### config.mk
export PLATFORM = sky130hd
export DESIGN_NAME = envelope_line_capture
export DESIGN_NICKNAME = d
export VERILOG_FILES = /design/src/rtl/envelope_line_capture.sv
export SDC_FILE = /design/constraint.sdc
export NUM_CORES = 1
export LEC_CHECK = 0
export ABC_AREA = 1
export BUFFER_PORTS_ARGS = -buffer_cell sky130_fd_sc_hd__buf_2
export CAP_MARGIN = 20
export CORE_ASPECT_RATIO = 1.75
export CORE_UTILIZATION = 52
export CTS_BUF_LIST = sky130_fd_sc_hd__clkbuf_8
export DETAILED_ROUTE_END_ITERATION = 7
export PLACE_DENSITY = 0.69
export SLEW_MARGIN = 20
export SYNTH_ARGS = -nofsm -noshare
export SYNTH_HDL_FRONTEND = slang
export SYNTH_SLANG_ARGS = --single-unit
### constraint.sdc
create_clock -name CLK -period 6.3 [get_ports CLK]
set_input_delay 1.575 -clock CLK [delete_from_list [all_inputs] [get_ports CLK]]
set_output_delay 1.575 -clock CLK [all_outputs]
set_load 0.005 [all_outputs]
### src/rtl/envelope_line_capture.sv
// Purpose : decimate, rescale and saturate 48-bit envelope samples into fixed-length 16-bit scan lines.
// Latency : output sample pushed one edge after its final input; M_VALID two edges after that input.
// Backpr. : input side never stalls; a push into a full FIFO is dropped and OVERFLOW latches.
//
// Ports:
//   CLK, reset            sole clock (rising edge), synchronous active-high reset
//   DIN_VALID, DIN_X      envelope sample strobe and 48-bit two's-complement magnitude
//   LINE_START            single-cycle pulse arming capture of one line (honoured in IDLE only)
//   M_DATA/M_LAST/M_VALID output stream, transfers on M_VALID && M_READY
//   M_READY               downstream accept
//   OVERFLOW              sticky drop flag, cleared by the next accepted LINE_START
//   BUSY                  high while capturing or draining a line
module envelope_line_capture #(
  parameter int DECIM_LOG2 = 2,
  parameter int SHIFT      = 16,
  parameter int LINE_LEN   = 256,
  parameter int FIFO_DEPTH = 16
) (
  input  logic        CLK,
  input  logic        reset,
  input  logic        DIN_VALID,
  input  logic [47:0] DIN_X,
  input  logic        LINE_START,
  output logic [15:0] M_DATA,
  output logic        M_VALID,
  input  logic        M_READY,
  output logic        M_LAST,
  output logic        OVERFLOW,
  output logic        BUSY
);

  localparam int AW   = 48 + DECIM_LOG2;
  localparam int DC_W = (DECIM_LOG2 > 0) ? DECIM_LOG2 : 1;
  localparam int LC_W = (LINE_LEN > 1) ? $clog2(LINE_LEN) : 1;
  localparam int PW   = (FIFO_DEPTH > 1) ? $clog2(FIFO_DEPTH) : 1;
  localparam int CW   = $clog2(FIFO_DEPTH + 1);

  typedef enum logic [1:0] {ST_IDLE, ST_CAPTURE, ST_DRAIN} state_t;

  state_t            state_q, state_d;
  logic [AW-1:0]     acc_q, acc_d;
  logic [DC_W-1:0]   dcnt_q, dcnt_d;
  logic [LC_W-1:0]   lcnt_q, lcnt_d;
  logic              pend_vld_q, pend_vld_d;
  logic [15:0]       pend_dat_q, pend_dat_d;
  logic              pend_last_q, pend_last_d;
  logic              ovf_q, ovf_d;
  logic [PW-1:0]     wr_ptr_q, wr_ptr_d;
  logic [PW-1:0]     rd_ptr_q, rd_ptr_d;
  logic [CW-1:0]     cnt_q, cnt_d;
  logic              out_vld_q, out_vld_d;
  logic [15:0]       out_dat_q, out_dat_d;
  logic              out_last_q, out_last_d;
  logic [16:0]       mem_q [FIFO_DEPTH];

  logic [47:0]   x_clamp;
  logic [AW-1:0] sum;
  logic [AW-1:0] y;
  logic [15:0]   dec_out;
  logic          dec_done;
  logic          line_end;
  logic          take;
  logic          pop;
  logic          full;
  logic          fifo_wr;
  logic          drop;
  logic          load;
  logic          fifo_empty;

  // Datapath: clamp negatives, accumulate, average + rescale, saturate.
  always_comb begin
    x_clamp  = DIN_X[47] ? 48'd0 : DIN_X;
    sum      = acc_q + AW'(x_clamp);
    y        = sum >> (DECIM_LOG2 + SHIFT);
    dec_out  = (y > AW'(16'hFFFF)) ? 16'hFFFF : y[15:0];
    dec_done = (dcnt_q == DC_W'((1 << DECIM_LOG2) - 1));
    line_end = (lcnt_q == LC_W'(LINE_LEN - 1));
    take     = (state_q == ST_CAPTURE) && DIN_VALID;
  end

  // FIFO bookkeeping. The output register counts as one of the FIFO_DEPTH
  // entries, so occupancy is memory count plus the output-valid bit.
  always_comb begin
    pop        = out_vld_q && M_READY;
    full       = ((cnt_q + CW'(out_vld_q)) == CW'(FIFO_DEPTH));
    fifo_wr    = pend_vld_q && (!full || pop);
    drop       = pend_vld_q && full && !pop;
    // No bypass from the write port: an entry spends one cycle in memory
    // before reaching the output register.
    load       = (!out_vld_q || pop) && (cnt_q != '0);
    fifo_empty = (cnt_q == '0) && !out_vld_q;
  end

  always_comb begin
    wr_ptr_d   = wr_ptr_q;
    rd_ptr_d   = rd_ptr_q;
    out_vld_d  = out_vld_q;
    out_dat_d  = out_dat_q;
    out_last_d = out_last_q;
    if (fifo_wr) begin
      wr_ptr_d = (wr_ptr_q == PW'(FIFO_DEPTH - 1)) ? '0 : wr_ptr_q + 1'b1;
    end
    if (load) begin
      rd_ptr_d   = (rd_ptr_q == PW'(FIFO_DEPTH - 1)) ? '0 : rd_ptr_q + 1'b1;
      out_vld_d  = 1'b1;
      out_dat_d  = mem_q[rd_ptr_q][16:1];
      out_last_d = mem_q[rd_ptr_q][0];
    end else if (pop) begin
      out_vld_d  = 1'b0;
    end
    cnt_d = cnt_q + CW'(fifo_wr) - CW'(load);
  end

  // Capture counters and the registered decimation result.
  always_comb begin
    acc_d       = acc_q;
    dcnt_d      = dcnt_q;
    lcnt_d      = lcnt_q;
    ovf_d       = ovf_q;
    pend_vld_d  = 1'b0;
    pend_dat_d  = pend_dat_q;
    pend_last_d = pend_last_q;
    if ((state_q == ST_IDLE) && LINE_START) begin
      acc_d  = '0;
      dcnt_d = '0;
      lcnt_d = '0;
      ovf_d  = 1'b0;
    end
    if (take) begin
      if (dec_done) begin
        acc_d       = '0;
        dcnt_d      = '0;
        // Line counter advances even if this push is later dropped, so the
        // line length stays fixed in input time.
        lcnt_d      = line_end ? '0 : lcnt_q + 1'b1;
        pend_vld_d  = 1'b1;
        pend_dat_d  = dec_out;
        pend_last_d = line_end;
      end else begin
        acc_d  = sum;
        dcnt_d = dcnt_q + 1'b1;
      end
    end
    if (drop) begin
      ovf_d = 1'b1;
    end
  end

  // FSM next state.
  always_comb begin
    state_d = state_q;
    case (state_q)
      ST_IDLE:    if (LINE_START) state_d = ST_CAPTURE;
      ST_CAPTURE: if (take && dec_done && line_end) state_d = ST_DRAIN;
      ST_DRAIN:   if (fifo_empty && !pend_vld_q) state_d = ST_IDLE;
      default:    state_d = ST_IDLE;
    endcase
  end

  // FSM / stream outputs.
  always_comb begin
    BUSY     = (state_q != ST_IDLE);
    M_VALID  = out_vld_q;
    M_DATA   = out_dat_q;
    M_LAST   = out_last_q;
    OVERFLOW = ovf_q;
  end

  // State registers.
  always_ff @(posedge CLK) begin
    if (reset) begin
      state_q     <= ST_IDLE;
      acc_q       <= '0;
      dcnt_q      <= '0;
      lcnt_q      <= '0;
      pend_vld_q  <= 1'b0;
      pend_dat_q  <= '0;
      pend_last_q <= 1'b0;
      ovf_q       <= 1'b0;
      wr_ptr_q    <= '0;
      rd_ptr_q    <= '0;
      cnt_q       <= '0;
      out_vld_q   <= 1'b0;
      out_dat_q   <= '0;
      out_last_q  <= 1'b0;
    end else begin
      state_q     <= state_d;
      acc_q       <= acc_d;
      dcnt_q      <= dcnt_d;
      lcnt_q      <= lcnt_d;
      pend_vld_q  <= pend_vld_d;
      pend_dat_q  <= pend_dat_d;
      pend_last_q <= pend_last_d;
      ovf_q       <= ovf_d;
      wr_ptr_q    <= wr_ptr_d;
      rd_ptr_q    <= rd_ptr_d;
      cnt_q       <= cnt_d;
      out_vld_q   <= out_vld_d;
      out_dat_q   <= out_dat_d;
      out_last_q  <= out_last_d;
    end
  end

  // FIFO storage; contents are don't-care once pointers are reset.
  always_ff @(posedge CLK) begin
    if (fifo_wr) begin
      mem_q[wr_ptr_q] <= {pend_dat_q, pend_last_q};
    end
  end

endmodule

### After elaboration in Yosys (flattened, before gate mapping)

Memory sizes are Yosys's and may differ from the RTL's. A register that Yosys moved wholly into a read port is not among the register bits.
Cells that the tools add are included.

* flip-flop bits (word level): 95
* bits in writable memories: 272
* input bits: 53
* output and inout port bits: 20
* memories kept: 1

Memory list
* mem_q: words 16, width 17, rd ports 1, clocked after memory_dff 1, wr ports 1, RTL line 54 `logic [16:0] mem_q [FIFO_DEPTH];`

* $add $sub $neg: 8
* order comparisons: 1
* equality and inequality tests: 10
* multiplexer cells: 25
* bitwise gates (word level): 1
* reduce and logical (&&, ||, !) cells: 27

Operators by type and width (count)
* $mux W50: 3
* $add A50 B47 Y50: 1
* $mux W47: 1
* $gt A32 B16 Y1 const B: 1
* $mux W8: 4
* $mux W16: 1
* $mux W2: 6
* $logic_and A1 B1 Y1: 11
* $add A5 B1 Y5: 2
* $add A4 B1 Y4 const B: 2
* $add A8 B1 Y8 const B: 1
* $eq A4 B4 Y1 const B: 2
* $eq A8 B8 Y1 const B: 1
* $mux W4: 2
* $reduce_bool A2 Y1: 4
* $mux W1: 7
* $pmux W2 S3: 1
* $eq A5 B5 Y1 const B: 1
* $logic_not A5 Y1: 1
* $reduce_bool A5 Y1: 1
* $sub A5 B1 Y5: 1
* $eq A2 B2 Y1 const B: 2
* $logic_not A1 Y1: 4
* $ne A2 B2 Y1 const B: 2
* other kinds (9): 10

### Longest topological paths before layout

* depth in word-level cells: 7
* depth in mapped cells: 24
* gate-level depth less buffers: 22

### Worst setup path before layout

No wires, ideal clock.

* path type: input to register
* from: input DIN_X[47]
* to: register pend_dat_q[13]
* library setup time: 0.109 ns
* arrival: 4.096 ns
* required time: 6.191 ns
* setup slack: 2.095 ns
* cell stages on the path: 23
* buffers on the path: 3
* path through: clkbuf_1 -> clkbuf_1 -> nor2_1 -> ha_1 -> inv_1 -> fa_1 -> inv_1 -> nand3_1 -> nand3_1 -> nand2_1 -> nand2_1 -> nand2_1 -> nand2_1 -> nand2_1 -> nand4_1 -> nand2_1 -> nor2_1 -> nand2_2 -> nor2_8 -> buf_8 -> nand3_2 -> nand2_1 -> inv_1

* word-level cells in the longest chain between the ends: 4

RTL lines
* start: declaration: RTL line 22 `input logic [47:0] DIN_X,`
* $mux W47 (*): RTL line 72 `x_clamp = DIN_X[47] ? 48'd0 : DIN_X;`
* $add A50 B47 Y50 (*): RTL line 73 `sum = acc_q + AW'(x_clamp);`
* $gt A32 B16 Y1: RTL line 75 `dec_out = (y > AW'(16'hFFFF)) ? 16'hFFFF : y[15:0];`
* $mux W16 (*): RTL line 75
* end signal: assignment: RTL line 192 `pend_dat_q <= pend_dat_d;`
* end: declaration: RTL line 45 `logic [15:0] pend_dat_q, pend_dat_d;`

Every way passes the cells marked *; elsewhere a longest branch is shown, timed or not.
A chain may end at the register's enable or synchronous reset.

### Worst setup path in the final report

* from: input DIN_X[47]
* to: register pend_dat_q[0]

Same word-level chain as after synthesis.

==> run summary <==
Placed insts: 2789
Syn Nets: 2414
Hpwl dp: 41800 um
CTS Hold Bufs: 0
Pre-antenna DRT Iters: 5
CP Data Arrival Time: 4.98 ns
Root buffer cell: clkbuf_8
Int Power: 4.32 mW
NetSw: 1.92 mW
Max-slew violation count: 0
Clock skew: 0.0207 ns
IO Count: 73
Period Utilization, post-route: 0.710
Startpoint Class: input port
CTS tree: yes
Post-synth top flop: edfxtp_1
Antenna Nets Post-Route: 0
Initial antenna violation count: 1
Via count: 16.1k
Comb pwr share: 0.209
Flops & latches, synth: 384
RSZ-0062 raised after global routing: no
Least-Margin Pin Slew: 1.01 ns
Global-route wire length before repair: 88800 um
Setup slack, reg-to-reg: 3.07 ns
Worst r2r src: acc_q[0]
Status: complete, no violations
Slew HR: 0.326
Fin Setup TNS: 0 ns
Hold Crit Class: flop to flop
Post-route DRC violation count: 0
Post-Syn Area: 0.0200 sq mm
Vias in the first global route: 16.2k
Mean area per synthesized cell: 8.71 sq um
Register area share after synthesis: 0.521
Gr ovfl total: 0
Fin cells: 2891
Reg2reg path depth: 19
Row cnt: 94
Max cap viols: 0
Clk sinks: 384
Crit Path Class: input port to flop
Crit path launch: DIN_X[47]
H-tree levels: 2
CTS clk-pin slew, worst paths: 0.06 ns
Share of power burned in registers: 0.463
Yosys cell types: 50
Most common cell in the netlist: nand2_1
Share of layout cells above drive strength 1: 0.124
Mapped Cells: 2295
Nets: 2484
Setup-failing EPs final: 0
Static leakage: 9.32 nW
Area of the die: 0.0392 sq mm
CTS resizes: 0
Post-synth EDFFs: 272
Final hold violations: 0
Worst EP required: 6.80 ns
CP endpoint kind: flop
Maximum root-to-sink buffer count: 3
Peak VDD IR: 0.000206 V
Starting Density: 0.529
Fmax: 223 MHz
IO buf count: 72
Async S/R FF share, synth: 0
Die Wd: 150 um
YS warnings: 0
Initial DRC Count: 944
Die Height: 261 um
Clock Latency Late Sink: 0.62 ns
Switching part of the total power: 0.308
Layout area overhead: 10.1%
CTS Buf Count: 54
CP Max Fanout: 21
Largest net degree at the start of global routing: 83
Yosys top cell area share: 0.409
DR vias/cell: 5.56
GRT Util Overall: 0.307
Setup Buffers After CTS: 0
Area contributors post-synth: edfxtp_1 (41%), dfxtp_1 (11%), nand2_1 (10%)
Worst Hold Depth: 2
Drt total wl: 59000 um
Post-synth top area cell: edfxtp_1
Synth top cells by count: nand2_1 (534), inv_1 (301), nor2_1 (275), edfxtp_1 (272)
FF-to-FF End: pend_dat_q[0]
Fin util: 0.583
GP Congestion: 1.06
Tmin final: 4.47 ns
CP Capture Point: pend_dat_q[0]
Core area: 0.0378 sq mm
Wire per inst: 20.4 um
Pwr Density: 284 mW/mm^2
Clock power share: 0.328
## worst max-delay path, stage by stage
cell     delay (ns)
buf_2          0.20
buf_4          0.26
nor2_1         0.13
ha_1           0.20
inv_1          0.06
fa_1           0.41
inv_1          0.17
nand3_1        0.09
nand3_1        0.20
nand2_1        0.08
nand2_1        0.16
nand2_1        0.07
nand2_1        0.24
nand2_1        0.14
nand4_1        0.12
nand2_1        0.10
nor2_1         0.14
nand2_2        0.10
nor2_8         0.26
nand3_1        0.13
nand2_1        0.08
inv_1          0.03
## flip-flops by register name (all words and copies together), names as in the netlist
register     cells
pend_dat_q      16
pend_vld_q       1
lcnt_q           8
pend_last_q      1
M_VALID          1
rd_ptr_q         4
wr_ptr_q         4
M_LAST           1
mem_q          272
cnt_q            5
acc_q           50
M_DATA          16
OVERFLOW         1
dcnt_q           2
state_q          2
## cell families (layout without fill, tap and decap cells)
kind of cell	Yosys count	after routing	synth area share
xor gates and xnor gates	21	21	0.00920
buffers and inverters	419	534	0.0801
other	0	1	0
AOI/OAI and AO/OA	356	356	0.111
adders and majority gates	66	66	0.0421
and+or+nand+nor	1004	1004	0.214
DFF	384	384	0.521
muxes	45	45	0.0225
## worst min path at each step
stage               startpoint         to  slack (ns)
floorplan            dcnt_q[0]  dcnt_q[0]        0.43
finish                acc_q[0]   acc_q[0]        0.47
CTS                  acc_q[13]  acc_q[13]        0.47
detailed placement   acc_q[13]  acc_q[13]        0.46
global route         acc_q[43]  acc_q[43]        0.48
global placement     dcnt_q[0]  dcnt_q[0]        0.45
## per-stage QoR
step | power [mW] | hold WS (ns) | worst slack, ns | instance area, sq um
after global placement | 4.21 | 0.453 | 1.33 | 20900
final | 6.25 | 0.470 | 1.83 | 22000
after global routing | 6.55 | 0.483 | 1.61 | 22000
after CTS | 6.29 | 0.470 | 1.89 | 22000
after detailed placement | 4.26 | 0.461 | 1.25 | 20900
after floorplan | 3.86 | 0.429 | 2.09 | 20000
## cell type report
type,count,area [sq um]
multi-input cells,1492,8020
fillers,3388,15800
clock buffers,54,743
inverters,332,1250
flip-flops and latches,384,10400
well taps,480,601
repair buffers,101,578
clock inverters,47,389
diodes,1,2.50
## per-layer routing
metal / up-vias / global-route usage / part of all wire
met5: - / 0 / 0
met1: 7589 / 0.296 / 0.34
met4: 0 / 0.224 / 0.077
li1: 7784 / - / -
met2: 506 / 0.584 / 0.54
met3: 201 / 0.0409 / 0.044
## placed cells by master (no fill, tap or decap), drive strengths merged, types with 13 or more instances in the layout
| master | netlist | layout |
|---|---|---|
| a21oi | 112 | 112 |
| buf | 15 | 101 |
| clkbuf | 72 | 54 |
| clkinv | 3 | 26 |
| dfxtp | 112 | 112 |
| edfxtp | 272 | 272 |
| ha | 64 | 64 |
| inv | 329 | 345 |
| mux2i | 45 | 45 |
| nand2 | 549 | 549 |
| nand3 | 87 | 87 |
| nand4 | 25 | 25 |
| nor2 | 312 | 312 |
| nor3 | 17 | 17 |
| o211ai | 41 | 41 |
| o21a | 17 | 17 |
| o21ai | 104 | 104 |
| o221ai | 45 | 45 |
| o32ai | 23 | 23 |
| xnor2 | 13 | 13 |
## power by group through the flow
| stage | Sequential (mW) | Combinational (mW) | Clock (mW) |
|---|---|---|---|
| global placement | 2.94 | 1.27 | 0 |
| floorplan | 2.86 | 0.998 | 0 |
| detailed placement | 2.95 | 1.31 | 0 |
| global route | 2.91 | 1.46 | 2.19 |
| CTS | 2.89 | 1.31 | 2.09 |
| finish | 2.89 | 1.31 | 2.05 |
Power figures use the tool's default switching activity.
